File: config.mk
export PLATFORM = sky130hd
export DESIGN_NAME = uart_rx_param
export DESIGN_NICKNAME = d
export VERILOG_FILES = /design/src/rtl/uart_pkg.sv /design/src/rtl/sync_fifo.sv /design/src/rtl/uart_rx_param.sv
export SDC_FILE = /design/constraint.sdc
export NUM_CORES = 1
export LEC_CHECK = 0
export ABC_AREA = 1
export CAP_MARGIN = 20
export CORE_MARGIN = 3
export CORE_UTILIZATION = 40
export CTS_CLUSTER_SIZE = 12
export DETAILED_ROUTE_END_ITERATION = 16
export MAX_ROUTING_LAYER = met4
export PLACE_DENSITY = 0.65
export SLEW_MARGIN = 20
export SYNTH_ARGS = -nofsm -noshare
export SYNTH_HDL_FRONTEND = slang
export SYNTH_SLANG_ARGS = --single-unit
File: constraint.sdc
create_clock -name clk -period 4.1 [get_ports clk]
set_clock_uncertainty 0.1 [all_clocks]
set_input_delay 0.41 -clock clk [delete_from_list [all_inputs] [get_ports clk]]
set_output_delay 0.41 -clock clk [all_outputs]
set_load 0.05 [all_outputs]
File: src/rtl/uart_pkg.sv
// rtl/uart_pkg.sv - shared constants, receiver state encoding and clog2 helper
package uart_pkg;

  localparam int PARITY_NONE = 0;
  localparam int PARITY_ODD  = 1;
  localparam int PARITY_EVEN = 2;

  typedef enum logic [2:0] {
    ST_WAIT_IDLE,
    ST_IDLE,
    ST_START,
    ST_DATA,
    ST_PARITY,
    ST_STOP
  } rx_state_e;

  function automatic int clog2(input int value);
    int r;
    r = 0;
    while ((1 << r) < value) r = r + 1;
    return r;
  endfunction

endpackage

File: src/rtl/sync_fifo.sv
// rtl/sync_fifo.sv - generic show-ahead FIFO; head word is visible while not empty
module sync_fifo
  import uart_pkg::*;
#(
  parameter int WIDTH = 8,
  parameter int DEPTH = 16
) (
  input  logic                   clk,
  input  logic                   rst_n,
  input  logic                   wr_en,
  input  logic [WIDTH-1:0]       wr_data,
  input  logic                   rd_en,
  output logic [WIDTH-1:0]       rd_data,
  output logic                   empty,
  output logic                   full,
  output logic [clog2(DEPTH):0]  count
);

  localparam int AW = clog2(DEPTH);
  localparam logic [AW:0] FULL_CNT = (AW + 1)'(DEPTH);

  logic [WIDTH-1:0] mem [DEPTH];
  logic [AW-1:0]    wr_ptr_q, wr_ptr_d;
  logic [AW-1:0]    rd_ptr_q, rd_ptr_d;
  logic [AW:0]      count_q, count_d;
  logic             rd_ok, wr_ok;

  assign empty = (count_q == '0);
  assign full  = (count_q == FULL_CNT);
  assign count = count_q;
  // A full FIFO still accepts a write when the head leaves in the same cycle.
  assign rd_ok = rd_en && !empty;
  assign wr_ok = wr_en && (!full || rd_ok);
  assign rd_data = empty ? '0 : mem[rd_ptr_q];

  always_comb begin
    wr_ptr_d = wr_ptr_q;
    rd_ptr_d = rd_ptr_q;
    count_d  = count_q;
    if (wr_ok) wr_ptr_d = wr_ptr_q + 1'b1;
    if (rd_ok) rd_ptr_d = rd_ptr_q + 1'b1;
    case ({wr_ok, rd_ok})
      2'b10:   count_d = count_q + 1'b1;
      2'b01:   count_d = count_q - 1'b1;
      default: count_d = count_q;
    endcase
  end

  always_ff @(posedge clk or negedge rst_n) begin
    if (!rst_n) begin
      wr_ptr_q <= '0;
      rd_ptr_q <= '0;
      count_q  <= '0;
    end else begin
      wr_ptr_q <= wr_ptr_d;
      rd_ptr_q <= rd_ptr_d;
      count_q  <= count_d;
    end
  end

  always_ff @(posedge clk) begin
    if (wr_ok) mem[wr_ptr_q] <= wr_data;
  end

endmodule

File: src/rtl/uart_rx_param.sv
// rtl/uart_rx_param.sv - parametrised UART receiver with majority voting and receive FIFO
module uart_rx_param
  import uart_pkg::*;
#(
  parameter int CLK_FREQ    = 106_666_666,
  parameter int BAUD_RATE   = 1_000_000,
  parameter int DATA_BITS   = 8,
  parameter int PARITY      = 0,
  parameter int STOP_BITS   = 1,
  parameter int FIFO_DEPTH  = 16,
  parameter int SYNC_STAGES = 2
) (
  input  logic                        clk,
  input  logic                        rst_n,
  input  logic                        rx,
  input  logic                        rd_en,
  input  logic                        err_clear,
  output logic [DATA_BITS-1:0]        rd_data,
  output logic                        rd_frame_err,
  output logic                        rd_parity_err,
  output logic                        rd_valid,
  output logic [clog2(FIFO_DEPTH):0]  fifo_count,
  output logic                        overrun,
  output logic                        break_det
);

  localparam int CLKS_PER_BIT  = CLK_FREQ / BAUD_RATE;
  localparam int CLKS_HALF_BIT = CLKS_PER_BIT / 2;
  localparam int CNT_W         = clog2(CLKS_PER_BIT);
  localparam int BIT_W         = clog2(DATA_BITS);
  localparam int FIFO_W        = DATA_BITS + 2;
  localparam logic [CNT_W-1:0] CNT_LAST  = CNT_W'(CLKS_PER_BIT - 1);
  localparam logic [CNT_W-1:0] CNT_HALF  = CNT_W'(CLKS_HALF_BIT - 1);
  localparam logic [CNT_W-1:0] CNT_SYNC  = CNT_W'(SYNC_STAGES);
  localparam logic [BIT_W-1:0] BIT_LAST  = BIT_W'(DATA_BITS - 1);
  localparam logic             STOP_LAST = 1'(STOP_BITS - 1);

  rx_state_e              state_q, state_d;
  logic [SYNC_STAGES-1:0] sync_q, sync_d;
  logic [1:0]             hist_q, hist_d;
  logic [CNT_W-1:0]       cnt_q, cnt_d;
  logic [BIT_W-1:0]       bit_idx_q, bit_idx_d;
  logic [DATA_BITS-1:0]   shift_q, shift_d;
  logic                   par_bit_q, par_bit_d;
  logic                   ferr_q, ferr_d;
  logic                   stop_idx_q, stop_idx_d;
  logic                   overrun_q, overrun_d;
  logic                   break_q, break_d;

  logic                   rxs, bit_maj, bit_end, data_xor, perr;
  logic                   push, rd_pop, fifo_empty, fifo_full;
  logic [FIFO_W-1:0]      push_word, head_word;

  assign rxs      = sync_q[SYNC_STAGES-1];
  assign sync_d   = {sync_q[SYNC_STAGES-2:0], rx};
  // hist_q holds the samples from the two cycles before the deciding one.
  assign hist_d   = {hist_q[0], rxs};
  assign bit_maj  = (hist_q[1] & hist_q[0]) | (hist_q[1] & rxs) | (hist_q[0] & rxs);
  assign bit_end  = (cnt_q == CNT_LAST);
  assign data_xor = (^shift_q) ^ par_bit_q;
  assign perr     = (PARITY == PARITY_ODD)  ? ~data_xor :
                    (PARITY == PARITY_EVEN) ?  data_xor : 1'b0;

  always_comb begin
    state_d    = state_q;
    cnt_d      = cnt_q;
    bit_idx_d  = bit_idx_q;
    shift_d    = shift_q;
    par_bit_d  = par_bit_q;
    ferr_d     = ferr_q;
    stop_idx_d = stop_idx_q;
    break_d    = 1'b0;
    push       = 1'b0;
    push_word  = {shift_q, ferr_q | ~bit_maj, perr};
    unique case (state_q)
      ST_WAIT_IDLE: begin
        // The preset synchroniser must flush before rxs reflects the real line.
        if (cnt_q < CNT_SYNC) cnt_d = cnt_q + 1'b1;
        else if (rxs)         state_d = ST_IDLE;
      end
      ST_IDLE: begin
        if (!rxs) begin
          state_d = ST_START;
          cnt_d   = '0;
        end
      end
      ST_START: begin
        cnt_d = cnt_q + 1'b1;
        if (cnt_q == CNT_HALF) begin
          cnt_d     = '0;
          bit_idx_d = '0;
          state_d   = rxs ? ST_IDLE : ST_DATA;
        end
      end
      ST_DATA: begin
        cnt_d = cnt_q + 1'b1;
        if (bit_end) begin
          cnt_d     = '0;
          shift_d   = {bit_maj, shift_q[DATA_BITS-1:1]};
          bit_idx_d = bit_idx_q + 1'b1;
          if (bit_idx_q == BIT_LAST) begin
            state_d    = (PARITY != PARITY_NONE) ? ST_PARITY : ST_STOP;
            stop_idx_d = 1'b0;
            ferr_d     = 1'b0;
          end
        end
      end
      ST_PARITY: begin
        cnt_d = cnt_q + 1'b1;
        if (bit_end) begin
          cnt_d     = '0;
          par_bit_d = bit_maj;
          state_d   = ST_STOP;
        end
      end
      ST_STOP: begin
        cnt_d = cnt_q + 1'b1;
        if (bit_end) begin
          cnt_d = '0;
          if (!stop_idx_q && (shift_q == '0) && !par_bit_q && !bit_maj) begin
            break_d = 1'b1;
            state_d = ST_WAIT_IDLE;
          end else if (stop_idx_q == STOP_LAST) begin
            push    = 1'b1;
            state_d = ST_IDLE;
          end else begin
            stop_idx_d = stop_idx_q + 1'b1;
            ferr_d     = ferr_q | ~bit_maj;
          end
        end
      end
      default: state_d = ST_WAIT_IDLE;
    endcase
  end

  assign rd_pop = rd_en && rd_valid;

  always_comb begin
    overrun_d = overrun_q;
    if (push && fifo_full && !rd_pop) overrun_d = 1'b1;
    else if (err_clear)               overrun_d = 1'b0;
  end

  always_ff @(posedge clk or negedge rst_n) begin
    if (!rst_n) begin
      state_q    <= ST_WAIT_IDLE;
      sync_q     <= '1;
      hist_q     <= 2'b11;
      cnt_q      <= '0;
      bit_idx_q  <= '0;
      shift_q    <= '0;
      par_bit_q  <= 1'b0;
      ferr_q     <= 1'b0;
      stop_idx_q <= 1'b0;
      overrun_q  <= 1'b0;
      break_q    <= 1'b0;
    end else begin
      state_q    <= state_d;
      sync_q     <= sync_d;
      hist_q     <= hist_d;
      cnt_q      <= cnt_d;
      bit_idx_q  <= bit_idx_d;
      shift_q    <= shift_d;
      par_bit_q  <= par_bit_d;
      ferr_q     <= ferr_d;
      stop_idx_q <= stop_idx_d;
      overrun_q  <= overrun_d;
      break_q    <= break_d;
    end
  end

  sync_fifo #(
    .WIDTH (FIFO_W),
    .DEPTH (FIFO_DEPTH)
  ) u_fifo (
    .clk     (clk),
    .rst_n   (rst_n),
    .wr_en   (push),
    .wr_data (push_word),
    .rd_en   (rd_en),
    .rd_data (head_word),
    .empty   (fifo_empty),
    .full    (fifo_full),
    .count   (fifo_count)
  );

  assign rd_valid      = !fifo_empty;
  assign rd_data       = head_word[FIFO_W-1:2];
  assign rd_frame_err  = head_word[1];
  assign rd_parity_err = head_word[0];
  assign overrun       = overrun_q;
  assign break_det     = break_q;

endmodule

; Yosys cells after proc, flatten, opt, wreduce, memory -nomap -nowiden
; Memories as Yosys holds them, arrays and structs flattened.
; Cells that the tools add are included.
[word_totals]
ff_bits = 43
ram_bits = 144
in_bits = 5
wordCells = 126
mem_count = 1
[memory_table]
columns = memory, words, word_bits, rd, rd_clocked_by_memory_dff, wr, line
row1 = u_fifo.mem, 16, 9, 1, 0, 1, sync_fifo.sv:22  ; logic [WIDTH-1:0] mem [DEPTH];
[op_classes]
n_addsub = 7
n_lt_le_gt_ge = 1
eq_ne = 23
mux = 43
bitwise = 7
n_reduce_logical = 30
[op_table]
columns = cell, n
row1 = $mux W3, 12
row2 = $mux W7, 4
row3 = $pmux W7 S4, 1
row4 = $ne A2 B2 Y1 const B, 11
row5 = $mux W1, 19
row6 = $pmux W3 S6, 1
row7 = $mux W10, 1
row8 = $pmux W5 S2, 1
row9 = $eq A3 B3 Y1 const B, 3
row10 = $reduce_and A9 Y1, 1
row11 = $add A4 B1 Y4 const B, 2
row12 = $logic_not A8 Y1, 1
row13 = $reduce_bool A2 Y1, 4
row14 = $add A7 B1 Y7 const B, 1
row15 = $eq A7 B6 Y1 const B, 1
row16 = $eq A7 B7 Y1 const B, 1
row17 = $logic_and A1 B1 Y1, 7
row18 = $lt A7 B2 Y1 const B, 1
row19 = $eq A3 B2 Y1 const B, 2
row20 = $logic_not A1 Y1, 6
row21 = $pmux W3 S2, 1
row22 = $reduce_and A3 Y1, 2
row23 = $reduce_and A6 Y1, 1
row24 = $add A5 B1 Y5 const B, 1
row25 = other kinds (20), 26

; Depth between registers and ports, before layout
[logic_depth]
depth_word = 11
ltp_mapped = 20
depth_no_buf = 20

; By module
; A second synthesis with hierarchy kept.
[hier_totals]
hier_cells = 837
area_unflattened_um2 = 8959.8
[by_module_without_submodules]
columns = mod, n_inst, cells_per_inst, area_each_um2, seq_area_each_um2
row1 = sync_fifo, 1, 633, 7365.8, 5129.9
row2 = uart_rx_param, 1, 204, 1594.0, 730.7

; Least setup slack after synthesis
; No wires, ideal clock.
[synth_timing]
path_type = register to register
start = register u_fifo.count_q[0] (netlist: u_fifo.count[0])
end = register u_fifo.count_q[4] (netlist: u_fifo.count[4])
setup_ns = 0.127
arrival_ns = 2.647
t_required_ns = 3.873
path_slack_ns = 1.226
path_stages_with_launch = 17
synth_period_minus_slack_ns = 2.874
path_cell_list = dfrtp_1 -> nor2_1 -> nand2_1 -> nor2_4 -> inv_1 -> nand2_1 -> inv_2 -> ha_1 -> xor2_1 -> ha_1 -> inv_1 -> nand2_1 -> nand3_1 -> nand3_1 -> nand2_1 -> nand2_1 -> o21ai_0
[synth_between]
elab_chain_len = 7
[synth_lines]
columns = item, line
row1 = from (decl), sync_fifo.sv:25  ; logic [AW:0] count_q, count_d;
row2 = from (signal assigned), sync_fifo.sv:57  ; count_q <= count_d;
row3 = $logic_not A5 Y1 (*), sync_fifo.sv:28  ; assign empty = (count_q == '0);
row4 = $logic_not A1 Y1 (*), --
row5 = net rd_valid, uart_rx_param.sv:21  ; output logic rd_valid,
row6 = $logic_and A1 B1 Y1 (*), --
row7 = net rd_pop, uart_rx_param.sv:51  ; logic push, rd_pop, fifo_empty, fifo_full;
row8 = $logic_or A1 B1 Y1, sync_fifo.sv:33  ; assign wr_ok = wr_en && (!full || rd_ok);
row9 = $logic_and A1 B1 Y1, sync_fifo.sv:33
row10 = $eq A2 B1 Y1 / $eq A2 B2 Y1 (equally long branches), sync_fifo.sv:42  ; case ({wr_ok, rd_ok})
row11 = $pmux W5 S2 / $reduce_bool A2 Y1 (equally long branches), --
; The timed path passes the listed nets; every way through them passes the cells marked *.
; A chain may end at the register's enable or synchronous reset.

; Final worst setup path
[layout_timing]
start = register u_fifo.rd_ptr_q[1]
end = output port rd_data[2]
[layout_between]
elab_chain_len = 2
[layout_lines]
columns = item, line
row1 = from (decl), sync_fifo.sv:24  ; logic [AW-1:0] rd_ptr_q, rd_ptr_d;
row2 = from (signal assigned), sync_fifo.sv:56  ; rd_ptr_q <= rd_ptr_d;
row3 = $mem_v2 Z16 W9, --
row4 = $mux W10, sync_fifo.sv:34  ; assign rd_data = empty ? '0 : mem[rd_ptr_q];
row5 = to (decl), uart_rx_param.sv:18  ; output logic [DATA_BITS-1:0] rd_data,
; No other way between the ends.

==> key figures <==
Placed design
  – Routability Congestion: a little over 0.8
  – Cell count after placement: between 1,000 and 1,500
  – Post-DP HPWL: around 11 mm
  – Port bufs: 21
  – DP Worst Slack: 1156 ps

Worst setup path
  – Crit path largest cell delay: about 730 ps
  – Critical Path Start Type: register
  – Reg-to-reg slack, setup: about 1200 ps
  – CP cell instances: buf_4 > inv_2 > nand3_1 > nand3_1 > nand2_1 > nand2_1 > a21oi_1 > clkdlybuf4s50_1
  – Crit path arrival time: 2900 ps
  – Crit-path max FO: 37
  – Setup crit end kind: output pin
  – CP Data Required Time: 3590 ps
  – Highest-delay cell along the critical path: clkdlybuf4s50_1
  – Setup CP Type: register to output pin

Floorplanning
  – Chip Height: 149.2 um
  – IO Pins: 23
  – Core area: 0.01978 mm2
  – Chip width: about 150 um
  – Number of cell rows: 51
  – Initial Util: between 40% and 50%
  – Die ar.: about 0.022 mm2

Yosys
  – FFs w/ async S/R, synth: ~23%
  – Unique masters post-synth: 33
  – Dominant cells by area after synthesis: edfxtp_1 (53%), nand2_1 (12%), dfrtp_1 (12%)
  – Syn Area/Cell: 10.38 um2
  – Cell type with the largest total area after synthesis: edfxtp_1
  – Most used flip-flop cell after synthesis: edfxtp_1
  – Post-Syn Area: slightly above 0.008 mm2
  – Synth top cells by count: nand2_1 (262), edfxtp_1 (144), nand3_1 (134), nor2_1 (40), dfrtp_1 (38)
  – Flops & latches, synth: approximately 190
  – Most frequent cell after synthesis: nand2_1
  – Syn Inst Count: just under 800
  – Warnings, synthesis: 0
  – Post-synth EDFFs: about 140
  – Post-synth top area share: between 50% and 60%
  – Post-synthesis sequential area ratio: about two thirds
  – Mapped Nets: about 810

STA
  – Final setup vio count: 0
  – Setup TNS: 0 ps
  – Slew headroom: 33.17%
  – Setup ws final: between 600 and 700 ps
  – Final period util: between 80% and 90%
  – F_max: ~290 MHz
  – Minimum clock period: 3411 ps
  – RSZ-0062 raised after global routing: no
  – Slew Viols, Final: 0
  – Worst Tran Pin Value: 998.8 ps
  – Fin. Hold Viols: 0

GRT
  – Number of global-route vias before repair: approximately 5,300
  – Total grt overflow: 0
  – Pin count of the biggest net entering global routing: between 70 and 80
  – First-pass GRT wire length: roughly 29 mm
  – Initial antenna violation count: 0
  – GR Util All Layers: roughly 17%

Detailed routing
  – Final WL: about 18 mm
  – Residual DRC: 0
  – WL met2: between 8 and 9 mm
  – Max layer used: met4
  – ANT nets after route: 0
  – Pre-antenna DRT Iters: 5
  – Met1 Routed Length: between 8 and 9 mm
  – Routed wire per std cell: ~16 um
  – Vias post-DR: approximately 5,600
  – Metal3 WL: 987 um
  – Initial DRC count: 383
  – Routed vias/inst: ~5

Clock tree
  – Clock sink total: ~190
  – Latest clock arrival within the worst-skew pair: roughly 430 ps
  – H-Tree Depth: 4
  – Max Root-Sink Buffers: 2
  – CTS tree: yes
  – Reg clk slew, reported paths: roughly 70 ps
  – Setup Buffers After CTS: 0
  – Num CTS Buffers: 17
  – Clock Tree Root: clkbuf_16

Final layout
  – Nets: 840
  – Area growth from synthesis to layout: 14.71%
  – Diodes inserted: 0
  – Final Non-Filler Cells: 1,099
  – Share of layout cells above drive strength 1: roughly 10%

Power
  – Peak supply drop: roughly 0.37 mV
  – Static leakage: 3.939 nW
  – Overall power: about 6.0 mW
  – PwrDens: about 640 mW/mm2

Run
  – Max cap viols: 0

Hold path
  – HP Class: register to register

Status
  – Status: finished, final reports clean
## critical path, delay by kind of cell (launching register included)
kind            cells  cell delay [ps]
compound gates      1               90
flops               1              380
simple gates        4              480
buf+inv             3             1500
## layer usage
metal / vias to the layer above / GRT usage, %
met4: 0 / 4.394
li1: 2749 / -
met3: 17 / 3.920
met1: 2647 / 24.11
met2: 152 / 25.91
met5: - / -
## per-stage QoR
stage | instance area (um2) | utilization [%] | hold WS, ps
floorplan | 8198 | - | 14.41
global placement | 8761 | 44.29 | 249.4
detailed placement | 8761 | 44.29 | 249.8
CTS | 9404 | 47.54 | 259.5
global route | 9404 | 47.54 | 268.2
finish | 9404 | 47.54 | 260.1
## path summary, 6_finish.rpt
path	start	to	cells after the start
setup / recovery	u_fifo.rd_ptr_q[1]	rd_data[2]	8
hold / removal	sync_q[0]	sync_q[1]	0
setup reg to reg	cnt_q[1]	u_fifo.count[4]	20
hold reg to reg	sync_q[0]	sync_q[1]	0
max in group asynchronous	rst_n	u_fifo.rd_ptr_q[0]	3
min in group asynchronous	rst_n	u_fifo.count[1]	3
## sequential cells by signal, summed over array words and instances, names as in the netlist
name / flops
sync_q: 2
ferr_q: 1
state_q: 3
break_det: 1
overrun: 1
par_bit_q: 1
cnt_q: 7
u_fifo.mem: 144
hist_q: 2
u_fifo.wr_ptr_q: 4
shift_q: 8
u_fifo.count: 5
bit_idx_q: 3
u_fifo.rd_ptr_q: 4
## layout by cell type, fill, tap and decap left out, types with 3 or more instances in the layout
master             n
nand2_1          262
edfxtp_1         144
nand3_1          134
nor2_1            40
inv_1             37
dfrtp_1           37
buf_4             24
o21ai_0           19
clkbuf_16         17
clkdlybuf4s50_1   17
ha_1              14
a21oi_1           13
xor2_1            12
inv_2              6
nor2_4             4
nor3_1             4
o211ai_1           4
nand4_1            4
inv_6              4
dfstp_2            4
nand2_4            3
o21ai_1            3
clkinvlp_4         3
bufinv_16          3
## cell type report
cell class / count / area (um2)
Timing Repair Buffer: 44 / 385.4
Multi-Input combinational cell: 528 / 2507
Fill cell: 1792 / 10380
Tap cell: 265 / 331.6
Sequential cell: 186 / 5381
Inverter: 44 / 165.2
Clock buffer: 17 / 425.4
Clock inverter: 15 / 207.7
## cells by family (layout without fill, tap and decap cells)
family                     Yosys count  in the layout  synth area share [%]
other                                1              1               0.04574
xor gates and xnor gates            14             14                 1.496
and+or+nand+nor                    458            458                 24.22
AOI/OAI and AO/OA                   41             41                 2.686
buffers and inverters               76            120                 3.785
adders and majority gates           14             14                 2.137
DFF                                186            186                 65.63
## power breakdown
group / internal, mW / switching (mW) / leakage [nW] / total [mW]
Combinational: 0.631 / 1.48 / 1.47 / 2.11
Sequential: 2.09 / 0.102 / 2.17 / 2.19
Clock: 0.984 / 0.747 / 0.300 / 1.73
## what timing repair did
item	in CTS	in global routing
hold buffers	1	0
gates resized for setup	0	0
endpoints found under the hold margin	38	0
(Power assumes the default switching activity.)
